--- config.mk ---
export PLATFORM = sky130hd
export DESIGN_NAME = r4_frame_sequencer_flat
export DESIGN_NICKNAME = d
export VERILOG_FILES = /design/src/rtl/r4_frame_sequencer_if.sv /design/src/rtl/r4_frame_sequencer.sv /design/src/flat_wrapper.sv
export SDC_FILE = /design/constraint.sdc
export NUM_CORES = 1
export LEC_CHECK = 0
export BUFFER_PORTS_ARGS = -buffer_cell sky130_fd_sc_hd__buf_2
export CORE_AREA = 2 2 85 87
export DETAILED_ROUTE_END_ITERATION = 10
export DIE_AREA = 0 0 87 89
export GPL_TIMING_DRIVEN = 0
export PLACE_DENSITY = 0.57
export SLEW_MARGIN = 20
export SYNTH_ARGS = -nofsm -noshare
export SYNTH_HDL_FRONTEND = slang
export SYNTH_SLANG_ARGS = --single-unit
--- constraint.sdc ---
create_clock -name wb_clk_i -period 3 [get_ports wb_clk_i]
set_input_delay 0.6 -clock wb_clk_i [delete_from_list [all_inputs] [get_ports wb_clk_i]]
set_output_delay 0.6 -clock wb_clk_i [all_outputs]
set_load 0.05 [all_outputs]
--- src/rtl/r4_frame_sequencer_if.sv ---
// Sample-in / result-out streaming bundle between the radix-4 frame sequencer and its neighbours.
interface r4_frame_sequencer_if #(
    parameter int unsigned DW = 4
);
    logic          in_valid;
    logic          in_ready;
    logic [DW-1:0] in_re;
    logic [DW-1:0] in_im;
    logic          out_valid;
    logic          out_ready;
    logic [DW-1:0] out_re;
    logic [DW-1:0] out_im;
    logic [1:0]    out_bin;

    // Sample source / result consumer side
    modport master (
        output in_valid, in_re, in_im, out_ready,
        input  in_ready, out_valid, out_re, out_im, out_bin
    );

    // Sequencer side
    modport slave (
        input  in_valid, in_re, in_im, out_ready,
        output in_ready, out_valid, out_re, out_im, out_bin
    );
endinterface

--- src/rtl/r4_frame_sequencer.sv ---
// Assembles 4-sample frames for the radix-4 butterfly, steps its bin selects and
// streams each registered bin result out over a valid/ready handshake.
module r4_frame_sequencer #(
    parameter int unsigned DW     = 4,
    parameter int unsigned FCNT_W = 8
) (
    input  logic              wb_clk_i,
    input  logic              wb_rstn_i,
    input  logic              flush,
    r4_frame_sequencer_if.slave io,
    output logic [DW-1:0]     bf_xr0,
    output logic [DW-1:0]     bf_xr1,
    output logic [DW-1:0]     bf_xr2,
    output logic [DW-1:0]     bf_xr3,
    output logic [DW-1:0]     bf_xi0,
    output logic [DW-1:0]     bf_xi1,
    output logic [DW-1:0]     bf_xi2,
    output logic [DW-1:0]     bf_xi3,
    output logic              bf_c1,
    output logic              bf_c2,
    output logic              bf_c3,
    input  logic [DW-1:0]     bf_xro,
    input  logic [DW-1:0]     bf_xio,
    output logic [FCNT_W-1:0] frame_cnt
);
    localparam int unsigned IW = 2;
    localparam int unsigned NS = 4;
    localparam int unsigned SW = 3;

    typedef enum logic [1:0] {
        ST_FILL = 2'd0,
        ST_CALC = 2'd1,
        ST_HOLD = 2'd2
    } state_e;

    state_e            state_q, state_d;
    logic [IW-1:0]     s_q, s_d;
    logic [IW-1:0]     b_q, b_d;
    logic [DW-1:0]     xr_q [NS];
    logic [DW-1:0]     xr_d [NS];
    logic [DW-1:0]     xi_q [NS];
    logic [DW-1:0]     xi_d [NS];
    logic [DW-1:0]     out_re_q, out_re_d;
    logic [DW-1:0]     out_im_q, out_im_d;
    logic [IW-1:0]     out_bin_q, out_bin_d;
    logic              out_valid_q, out_valid_d;
    logic              in_ready_q, in_ready_d;
    logic [SW-1:0]     sel_q, sel_d;
    logic [FCNT_W-1:0] fcnt_q, fcnt_d;
    logic              accept_c;
    logic              out_hs_c;

    // {c1,c2,c3} one-hot per bin, all-zero for bin 0
    function automatic logic [SW-1:0] sel_code(input logic [IW-1:0] bin);
        case (bin)
            2'd1:    return 3'b100;
            2'd2:    return 3'b010;
            2'd3:    return 3'b001;
            default: return 3'b000;
        endcase
    endfunction

    assign accept_c = io.in_valid & in_ready_q;
    assign out_hs_c = out_valid_q & io.out_ready;

    always_comb begin
        state_d     = state_q;
        s_d         = s_q;
        b_d         = b_q;
        xr_d        = xr_q;
        xi_d        = xi_q;
        out_re_d    = out_re_q;
        out_im_d    = out_im_q;
        out_bin_d   = out_bin_q;
        out_valid_d = out_valid_q;
        in_ready_d  = in_ready_q;
        sel_d       = '0;
        fcnt_d      = fcnt_q;

        // flush outranks any sample acceptance or result handshake this cycle
        if (flush) begin
            state_d     = ST_FILL;
            s_d         = '0;
            b_d         = '0;
            out_valid_d = 1'b0;
            in_ready_d  = 1'b1;
        end else begin
            case (state_q)
                ST_FILL: begin
                    in_ready_d = 1'b1;
                    if (accept_c) begin
                        xr_d[s_q] = io.in_re;
                        xi_d[s_q] = io.in_im;
                        s_d       = s_q + IW'(1);
                        if (s_q == IW'(NS - 1)) begin
                            b_d        = '0;
                            state_d    = ST_CALC;
                            in_ready_d = 1'b0;
                            sel_d      = sel_code('0);
                        end
                    end
                end
                ST_CALC: begin
                    out_re_d    = bf_xro;
                    out_im_d    = bf_xio;
                    out_bin_d   = b_q;
                    out_valid_d = 1'b1;
                    state_d     = ST_HOLD;
                end
                ST_HOLD: begin
                    if (out_hs_c) begin
                        out_valid_d = 1'b0;
                        if (b_q != IW'(NS - 1)) begin
                            b_d     = b_q + IW'(1);
                            state_d = ST_CALC;
                            sel_d   = sel_code(b_q + IW'(1));
                        end else begin
                            fcnt_d     = fcnt_q + FCNT_W'(1);
                            state_d    = ST_FILL;
                            in_ready_d = 1'b1;
                        end
                    end
                end
                default: begin
                    state_d    = ST_FILL;
                    in_ready_d = 1'b1;
                end
            endcase
        end
    end

    always_ff @(posedge wb_clk_i) begin
        if (!wb_rstn_i) begin
            state_q     <= ST_FILL;
            s_q         <= '0;
            b_q         <= '0;
            for (int i = 0; i < NS; i++) begin
                xr_q[i] <= '0;
                xi_q[i] <= '0;
            end
            out_re_q    <= '0;
            out_im_q    <= '0;
            out_bin_q   <= '0;
            out_valid_q <= 1'b0;
            in_ready_q  <= 1'b0;
            sel_q       <= '0;
            fcnt_q      <= '0;
        end else begin
            state_q     <= state_d;
            s_q         <= s_d;
            b_q         <= b_d;
            xr_q        <= xr_d;
            xi_q        <= xi_d;
            out_re_q    <= out_re_d;
            out_im_q    <= out_im_d;
            out_bin_q   <= out_bin_d;
            out_valid_q <= out_valid_d;
            in_ready_q  <= in_ready_d;
            sel_q       <= sel_d;
            fcnt_q      <= fcnt_d;
        end
    end

    assign io.in_ready  = in_ready_q;
    assign io.out_valid = out_valid_q;
    assign io.out_re    = out_re_q;
    assign io.out_im    = out_im_q;
    assign io.out_bin   = out_bin_q;
    assign bf_xr0       = xr_q[0];
    assign bf_xr1       = xr_q[1];
    assign bf_xr2       = xr_q[2];
    assign bf_xr3       = xr_q[3];
    assign bf_xi0       = xi_q[0];
    assign bf_xi1       = xi_q[1];
    assign bf_xi2       = xi_q[2];
    assign bf_xi3       = xi_q[3];
    assign {bf_c1, bf_c2, bf_c3} = sel_q;
    assign frame_cnt    = fcnt_q;
endmodule

--- src/flat_wrapper.sv ---
// flat-port wrapper written by rule: the top's interface ports become plain ports
module r4_frame_sequencer_flat 
#(
    parameter int unsigned DW     = 4,
    parameter int unsigned FCNT_W = 8
)
  (wb_clk_i, wb_rstn_i, flush, bf_xr0, bf_xr1, bf_xr2, bf_xr3, bf_xi0, bf_xi1, bf_xi2, bf_xi3, bf_c1, bf_c2, bf_c3, bf_xro, bf_xio, frame_cnt, io_in_valid, io_in_re, io_in_im, io_out_ready, io_in_ready, io_out_valid, io_out_re, io_out_im, io_out_bin);
  r4_frame_sequencer_if #(.DW(DW)) io_i ();
  input  logic wb_clk_i;
  input  logic wb_rstn_i;
  input  logic flush;
  output logic [DW-1:0] bf_xr0;
  output logic [DW-1:0] bf_xr1;
  output logic [DW-1:0] bf_xr2;
  output logic [DW-1:0] bf_xr3;
  output logic [DW-1:0] bf_xi0;
  output logic [DW-1:0] bf_xi1;
  output logic [DW-1:0] bf_xi2;
  output logic [DW-1:0] bf_xi3;
  output logic bf_c1;
  output logic bf_c2;
  output logic bf_c3;
  input  logic [DW-1:0] bf_xro;
  input  logic [DW-1:0] bf_xio;
  output logic [FCNT_W-1:0] frame_cnt;
  input wire logic [$bits(io_i.in_valid)-1:0] io_in_valid;
  input wire logic [$bits(io_i.in_re)-1:0] io_in_re;
  input wire logic [$bits(io_i.in_im)-1:0] io_in_im;
  input wire logic [$bits(io_i.out_ready)-1:0] io_out_ready;
  output wire logic [$bits(io_i.in_ready)-1:0] io_in_ready;
  output wire logic [$bits(io_i.out_valid)-1:0] io_out_valid;
  output wire logic [$bits(io_i.out_re)-1:0] io_out_re;
  output wire logic [$bits(io_i.out_im)-1:0] io_out_im;
  output wire logic [$bits(io_i.out_bin)-1:0] io_out_bin;
  assign io_i.in_valid = io_in_valid;
  assign io_i.in_re = io_in_re;
  assign io_i.in_im = io_in_im;
  assign io_i.out_ready = io_out_ready;
  assign io_in_ready = io_i.in_ready;
  assign io_out_valid = io_i.out_valid;
  assign io_out_re = io_i.out_re;
  assign io_out_im = io_i.out_im;
  assign io_out_bin = io_i.out_bin;
  r4_frame_sequencer #(.DW(DW), .FCNT_W(FCNT_W)) u_core (.wb_clk_i(wb_clk_i), .wb_rstn_i(wb_rstn_i), .flush(flush), .io(io_i), .bf_xr0(bf_xr0), .bf_xr1(bf_xr1), .bf_xr2(bf_xr2), .bf_xr3(bf_xr3), .bf_xi0(bf_xi0), .bf_xi1(bf_xi1), .bf_xi2(bf_xi2), .bf_xi3(bf_xi3), .bf_c1(bf_c1), .bf_c2(bf_c2), .bf_c3(bf_c3), .bf_xro(bf_xro), .bf_xio(bf_xio), .frame_cnt(frame_cnt));
endmodule
Word level (Yosys, flattened, before mapping)
Index checks and enable logic that the tools add are counted.

word-level totals
  register bits = 61
  input bits = 21
  output and inout bits = 55

cells by class
  add/sub/neg operators = 3
  magnitude comparators = 2
  equality and inequality tests = 14
  multiplexer cells = 23
  bitwise operators = 8
  reduce and logical (&&, ||, !) cells = 14

operators with widths
  operator               count
  $bwmux W16             2
  $mux W2                7
  $pmux W3 S3            1
  $reduce_and A3 Y1      3
  $add A8 B1 Y8 const B  1
  $demux W4 S2           1
  $eq A2 B2 Y1 const B   4
  $ne A2 B1 Y1 const B   4
  $mux W1                7
  $pmux W2 S3            1
  $reduce_and A2 Y1      3
  $not A1 Y1             5
  $reduce_and A5 Y1      1
  $reduce_or A5 Y1       1
  $add A2 B1 Y2 const B  2
  $eq A2 B1 Y1 const B   2
  $mux W4                1
  $ne A2 B2 Y1 const B   2
  $pmux W2 S2            1
  $reduce_and A4 Y1      1
  $reduce_bool A2 Y1     2
  $ge A3 B3 Y1 const B   1
  $lt A3 B1 Y1 const B   1
  $ne A3 B2 Y1 const B   1
  other kinds (8)        9

Depth between registers and ports, before layout
Gate-level depths: netlist of the first run.

  word-level depth = 6
  mapped depth = 6
  mapped depth without buffers = 5

Worst setup path after synthesis of the first run
No wires, ideal clock.

  path type = register to register
  from = reg u_core.fcnt_q[0] (netlist: u_core.frame_cnt[0])
  to = reg u_core.fcnt_q[6] (netlist: u_core.frame_cnt[6])
  setup time = 0.070 ns
  data arrival time = 1.615 ns
  data required time = 2.930 ns
  path slack = 1.315 ns
  cell stages (with the launch flop) = 5
  clock period less this slack = 1.685 ns
  cells stage by stage = dfxtp_1 -> ha_1 -> nand3b_1 -> or4_1 -> a21oi_1

between the ends
  word-level cells in the longest chain between the ends = 1

ends and longest elaborated chain
  what                      RTL line                   source
  start: declaration        r4_frame_sequencer.sv:49   logic [FCNT_W-1:0] fcnt_q, fcnt_d;
  start signal: assignment  r4_frame_sequencer.sv:160  fcnt_q <= fcnt_d;
  $add A8 B1 Y8             r4_frame_sequencer.sv:118  fcnt_d = fcnt_q + FCNT_W'(1);

Every way passes these cells.
A chain may end at the register's enable or synchronous reset.

Worst setup path in the final report of the first run
  from = reg u_core.out_valid_q (netlist: u_core.io.out_valid)
  to = out io_out_valid

RTL lines
  what                      RTL line                   source
  start: declaration        r4_frame_sequencer.sv:46   logic out_valid_q, out_valid_d;
  start signal: assignment  r4_frame_sequencer.sv:157  out_valid_q <= out_valid_d;
  end: declaration          flat_wrapper.sv:31         output wire logic [$bits(io_i.out_valid)-1:0] io_out_valid;

No word-level cell between the ends.

==> flow_summary.json, run 1 <==
{
  "final_cells": 435,
  "grt_pass1_vias": 1955,
  "clock_skew_ns": 0.01068,
  "hold_viol_final": 0,
  "synth_xor_area_share_pct": 0,
  "required_ns": 2.40,
  "ir_worst_vdd_mv": 0.1836,
  "cts_tree": "built",
  "rows": 30,
  "clkLatencyLatePin_ns": 0.33,
  "drtIter0Drc": 72,
  "yosys.area_share.simple_pct": 20.14,
  "ff2ff_setup_slack_ns": 1.34,
  "yosysUniqueCellTypes": 32,
  "yosysTopAreaCell": "dfxtp_1",
  "cts_root_buf": "clkbuf_8",
  "drtPass1Iterations": 4,
  "synth_compound_area_share_pct": 9.207,
  "hpwl_um": 4251,
  "hold_path_class": "register to register",
  "fin_crit_sh_pct": 56.91,
  "synthAdderAreaFrac_pct": 4.431,
  "synth-main-ff-cell": "dfxtp_1",
  "antenna_found_initial": 0,
  "area_growth_syn_to_layout_pct": 25.21,
  "drive_gt1_share_pct": 28.17,
  "cap_viol_max_count": 0,
  "grt.total_usage_pct": 16.00,
  "slew_headroom_pct": 67.93,
  "syn_inst": 266,
  "synth-seq-area-share_pct": 48.06,
  "layout.filler_cells": 690,
  "fmax_ghz": 0.5858,
  "rsz0062_at_grt": "no",
  "die_w_um": 87,
  "synth-seq-cells": 61,
  "yosysMostFrequentCell": "dfxtp_1",
  "cts.path.max_buffers": 2,
  "antenna_cells": 0,
  "boundaryPins": 76,
  "path_delay_family": "flip-flops",
  "leakage_uw": 0.001534,
  "setup_violations": 0,
  "fin_nets": 382,
  "postRouteAntennaNets": 0,
  "stdcell_area_um2": 3182,
  "max_stage_delay_ns": 0.46,
  "post-route-util_pct": 47.36,
  "vias": 2146,
  "numCtsBuffers": 9,
  "critPathSlowestCell": "dfxtp_1",
  "synthTopCellsByArea": "dfxtp_1, mux2i_1, nand2_1",
  "cts_resized": 0,
  "synth_common_cells": "dfxtp_1, nand2_1, mux2i_1, a21oi_1, nor2_1",
  "placedInstanceArea_um2": 3017,
  "finalSetupTns_ns": 0,
  "clk_pin_slew_ns": 0.07,
  "dieArea_um2": 7743,
  "core_region_area_um2": 6719,
  "synth_edf_count": 0,
  "fin_crit_ns": 1.707,
  "htree_levels": 3,
  "initial_core_util_pct": 37.82,
  "grt_max_degree": 11,
  "arrival_ns": 1.11,
  "cp_max_fo": 6,
  "power_density_nw_per_um2": 481.1,
  "crit_chain": "buf_2",
  "status": "complete, no violations",
  "cts.sinks": 61,
  "slew_violations": 0,
  "mappedNetlistNets": 296,
  "worstSetupEndpointType": "output pin",
  "synth_top_family_by_area": "simple AND/OR/NAND/NOR gates",
  "synth_area_per_cell_um2": 9.553,
  "via_per_inst": 4.933,
  "cp-start-kind": "register",
  "synth_top_area_share_pct": 48.06,
  "worst_pin_slew_ns": 0.4811,
  "netlist_area_um2": 2541,
  "worst-path-buf-inv": 1,
  "cts_setup_buffers": 0,
  "drc": 0,
  "grt_pass1_wl_um": 9494,
  "muxShareOfSynthArea_pct": 13.79,
  "port_buffers": 75,
  "routed_wl_um": 5875,
  "postCtsHoldBufs": 0,
  "dp.cells": 421,
  "async_flop_share_pct": 0,
  "routedWlPerCell_um": 13.51,
  "place_congestion": 0.7752,
  "grt_overflow": 0,
  "worst-setup-path-type": "register to output pin",
  "dieHeight_um": 89,
  "yosysWarnings": 0,
  "largest_reg_flops": 8
}
## routing by layer
layer	track usage (%)	vias to the layer above	share of wire [%]
met4	7.670	0	1.3
met5	0	-	0
met3	4.247	8	4.7
met2	24.64	53	46
li1	-	1101	-
met1	20.89	984	48
## stage by stage
step	power (uW)	hold WS (ns)	setup WS (ns)
after floorplan	889.7	0.4658	1.315
after global placement	925.3	0.4429	1.177
after detailed placement	926.3	0.4491	1.130
after CTS	1549	0.4597	1.277
after global routing	1600	0.4728	1.193
final	1531	0.4547	1.293
## power by group
group,internal (uW),switching [uW]
clock,333,290
sequential,815,3.61
combinational,26.3,62.0
## logic make-up after synthesis
family / count (synthesis)
buf+inv: 24
fa+ha+maj: 9
compound gates: 41
flops: 61
mux: 35
simple gates: 96
## final timing paths
| path | from | end | cells past startpoint |
|---|---|---|---|
| max | u_core.io.out_valid$_SDFFE_PP0P_ | io_out_valid | 1 |
| min | u_core.bf_xr2[2]$_SDFFE_PN0P_ | u_core.bf_xr2[2]$_SDFFE_PN0P_ | 2 |
| max reg2reg | u_core.b_q[0]$_SDFFE_PP0P_ | u_core.frame_cnt[5]$_SDFFE_PN0P_ | 5 |
| min reg2reg | u_core.bf_xr2[2]$_SDFFE_PN0P_ | u_core.bf_xr2[2]$_SDFFE_PN0P_ | 2 |
## layout by cell type (no fill, tap or decap), types with 3 or more instances in the layout
| cell type | instances |
|---|---|
| a21oi_1 | 19 |
| nor2_1 | 13 |
| ha_1 | 9 |
| nand2_1 | 39 |
| buf_2 | 80 |
| mux2i_1 | 35 |
| buf_4 | 4 |
| inv_1 | 7 |
| or4_1 | 4 |
| o21ai_0 | 12 |
| nand2b_1 | 5 |
| nand3b_1 | 4 |
| and3_1 | 3 |
| nand3_1 | 10 |
| dfxtp_1 | 61 |
| nor2b_1 | 4 |
| nand4b_1 | 4 |
| o31ai_1 | 5 |
| clkbuf_8 | 11 |
| clkbuf_1 | 9 |
## cell type report
class / count / area (um2) / share of cell area (%)
buffer: 17 / 85.08 / 2.674
clock buffer: 12 / 155.1 / 4.876
clock inverter: 2 / 10.01 / 0.3146
inverter: 7 / 26.28 / 0.8258
multi-input combinational: 181 / 1209 / 37.99
sequential: 61 / 1221 / 38.38
tap: 80 / 100.1 / 3.146
timing repair buffer: 75 / 375.4 / 11.80
(Power assumes the default switching activity.)
==> run 2, diff against run 1 <==
--- a/config.mk
+++ b/config.mk
@@ -10,7 +10,7 @@
 export DETAILED_ROUTE_END_ITERATION = 10
 export DIE_AREA = 0 0 87 89
 export GPL_TIMING_DRIVEN = 0
-export PLACE_DENSITY = 0.57
+export PLACE_DENSITY = 0.59
 export SLEW_MARGIN = 20
 export SYNTH_ARGS = -nofsm -noshare
 export SYNTH_HDL_FRONTEND = slang
==> constraint.sdc (replaced) <==
create_clock -name wb_clk_i -period 1.45 [get_ports wb_clk_i]
set_input_delay 0.29 -clock wb_clk_i [delete_from_list [all_inputs] [get_ports wb_clk_i]]
set_output_delay 0.29 -clock wb_clk_i [all_outputs]
set_load 0.05 [all_outputs]
==> flow_summary.json, run 2 (synthesized netlist as in run 1, its figures left out) <==
{
  "drive_gt1_share_pct": 34.44,
  "grt_pass1_wl_um": 9549,
  "clkLatencyLatePin_ns": 0.34,
  "drc": 0,
  "port_buffers": 75,
  "drtPass1Iterations": 4,
  "leakage_uw": 0.001594,
  "required_ns": 1.72,
  "hold_ws_ns": 0.1878,
  "initial_core_util_pct": 37.82,
  "drtIter0Drc": 77,
  "postCtsHoldBufs": 0,
  "cts_root_buf": "clkbuf_8",
  "rsz0062_at_grt": "yes",
  "dieArea_um2": 7743,
  "htree_levels": 3,
  "routedWlPerCell_um": 13.83,
  "stdcell_area_um2": 3328,
  "worst_pin_slew_ns": 0.5695,
  "power_uw": 3356,
  "hold_path_class": "input pin to register",
  "via_per_inst": 5.000,
  "placedInstanceArea_um2": 3030,
  "clk_pin_slew_ns": 0.07,
  "grt.total_usage_pct": 15.96,
  "cp_max_fo": 5,
  "rows": 30,
  "cts.path.max_buffers": 2,
  "grt_pass1_vias": 2051,
  "grt_overflow": 0,
  "die_w_um": 87,
  "clock_skew_ns": 0.007790,
  "core_region_area_um2": 6719,
  "numCtsBuffers": 9,
  "ir_worst_vdd_mv": 0.4543,
  "routed_wl_um": 6127,
  "slew_violations": 0,
  "power_density_nw_per_um2": 1008,
  "worstSetupEndpointType": "register",
  "setup_slack_ns": -0.02194,
  "dieHeight_um": 89,
  "vias": 2215,
  "hold_viol_final": 0,
  "worst-setup-path-type": "register to register",
  "cap_viol_max_count": 0,
  "fin_crit_ns": 1.472,
  "fin_nets": 388,
  "violations": "setup timing",
  "slew_headroom_pct": 62.03,
  "largest_reg_flops": 8,
  "antenna_found_initial": 0,
  "area_growth_syn_to_layout_pct": 30.97,
  "boundaryPins": 76,
  "cp-start-kind": "register",
  "cts.sinks": 61,
  "status": "finished with violations",
  "grt_max_degree": 11,
  "hpwl_um": 4234,
  "final_common_cell": "buf_2",
  "finalSetupTns_ns": -0.02194,
  "arrival_ns": 1.74,
  "antenna_cells": 0,
  "fmax_ghz": 0.6794,
  "layout.filler_cells": 674,
  "fin_crit_sh_pct": 101.5,
  "place_congestion": 0.7919,
  "setup_violations": 1,
  "postRouteAntennaNets": 0,
  "cts_tree": "built",
  "final_cell_mix": "buf_2, dfxtp_1, nand2_1, mux2i_1, a21oi_1"
}
==> run 2: cell types whose count changed in the layout (fill, tap and decap cells not counted), sizes merged <==
cell    delta
buf        +5
bufinv     +1
clkbuf     +1
inv        +1
==> run 2: path summary, 6_finish.rpt <==
check / from / to / slack (ns) / depth (start not counted)
setup reg to reg: u_core.b_q[0]$_SDFFE_PP0P_ / u_core.frame_cnt[5]$_SDFFE_PN0P_ / -0.02 / 5
setup / recovery: u_core.b_q[0]$_SDFFE_PP0P_ / u_core.frame_cnt[5]$_SDFFE_PN0P_ / -0.02 / 5
hold reg to reg: u_core.bf_xr1[0]$_SDFFE_PN0P_ / u_core.bf_xr1[0]$_SDFFE_PN0P_ / 0.46 / 2
hold / removal: bf_xio[2] / u_core.io.out_im[2]$_SDFFE_PN0P_ / 0.19 / 3
==> run 2: routing by layer <==
metal  vias up  wire length (um)  GRT usage [%]
met3        13               265          3.601
met2        51              2848          24.43
li1       1111                 -              -
met1      1040              2864          20.77
met4         0               148          9.091
met5         -                 0              0
==> run 2: power breakdown <==
part	internal [uW]	switching [uW]
clock	837	645
sequential	1680	7.54
combinational	54.9	128
==> run 2: worst max-delay path, stage by stage, from the launching register on <==
cell      delay, ns
dfxtp_2        0.36
ha_4           0.13
buf_6          0.10
nand4b_1       0.17
or4_4          0.53
a21oi_2        0.12
==> run 2: per-stage QoR <==
step | setup WS [ns] | utilization (%) | cells
after floorplan | -0.01202 | - | 266
after global placement | -0.1623 | 45.10 | 421
after detailed placement | -0.2107 | 45.10 | 421
after CTS | 0.003208 | 48.58 | 442
after global routing | -0.07132 | 49.53 | 443
final | -0.02194 | 49.53 | 443
==> run 2: what timing repair did <==
| action | 4_1_cts | 5_1_grt |
|---|---|---|
| endpoints found under the setup margin | 6 | 31 |
| gates resized for setup | 2 | 16 |
| pin swaps | 6 | 5 |
| buffers inserted | 5 | 2 |
==> run 2: area by class of cell <==
| class | instances | area, um2 | share of cell area, % |
|---|---|---|---|
| Tap cell | 80 | 100.1 | 3.008 |
| Timing Repair Buffer | 82 | 427.9 | 12.86 |
| Multi-Input combinational cell | 181 | 1252 | 37.63 |
| Buffer | 16 | 93.84 | 2.820 |
| Clock inverter | 4 | 46.29 | 1.391 |
| Sequential cell | 61 | 1236 | 37.14 |
| Clock buffer | 12 | 145.1 | 4.361 |
| Inverter | 7 | 26.28 | 0.7895 |
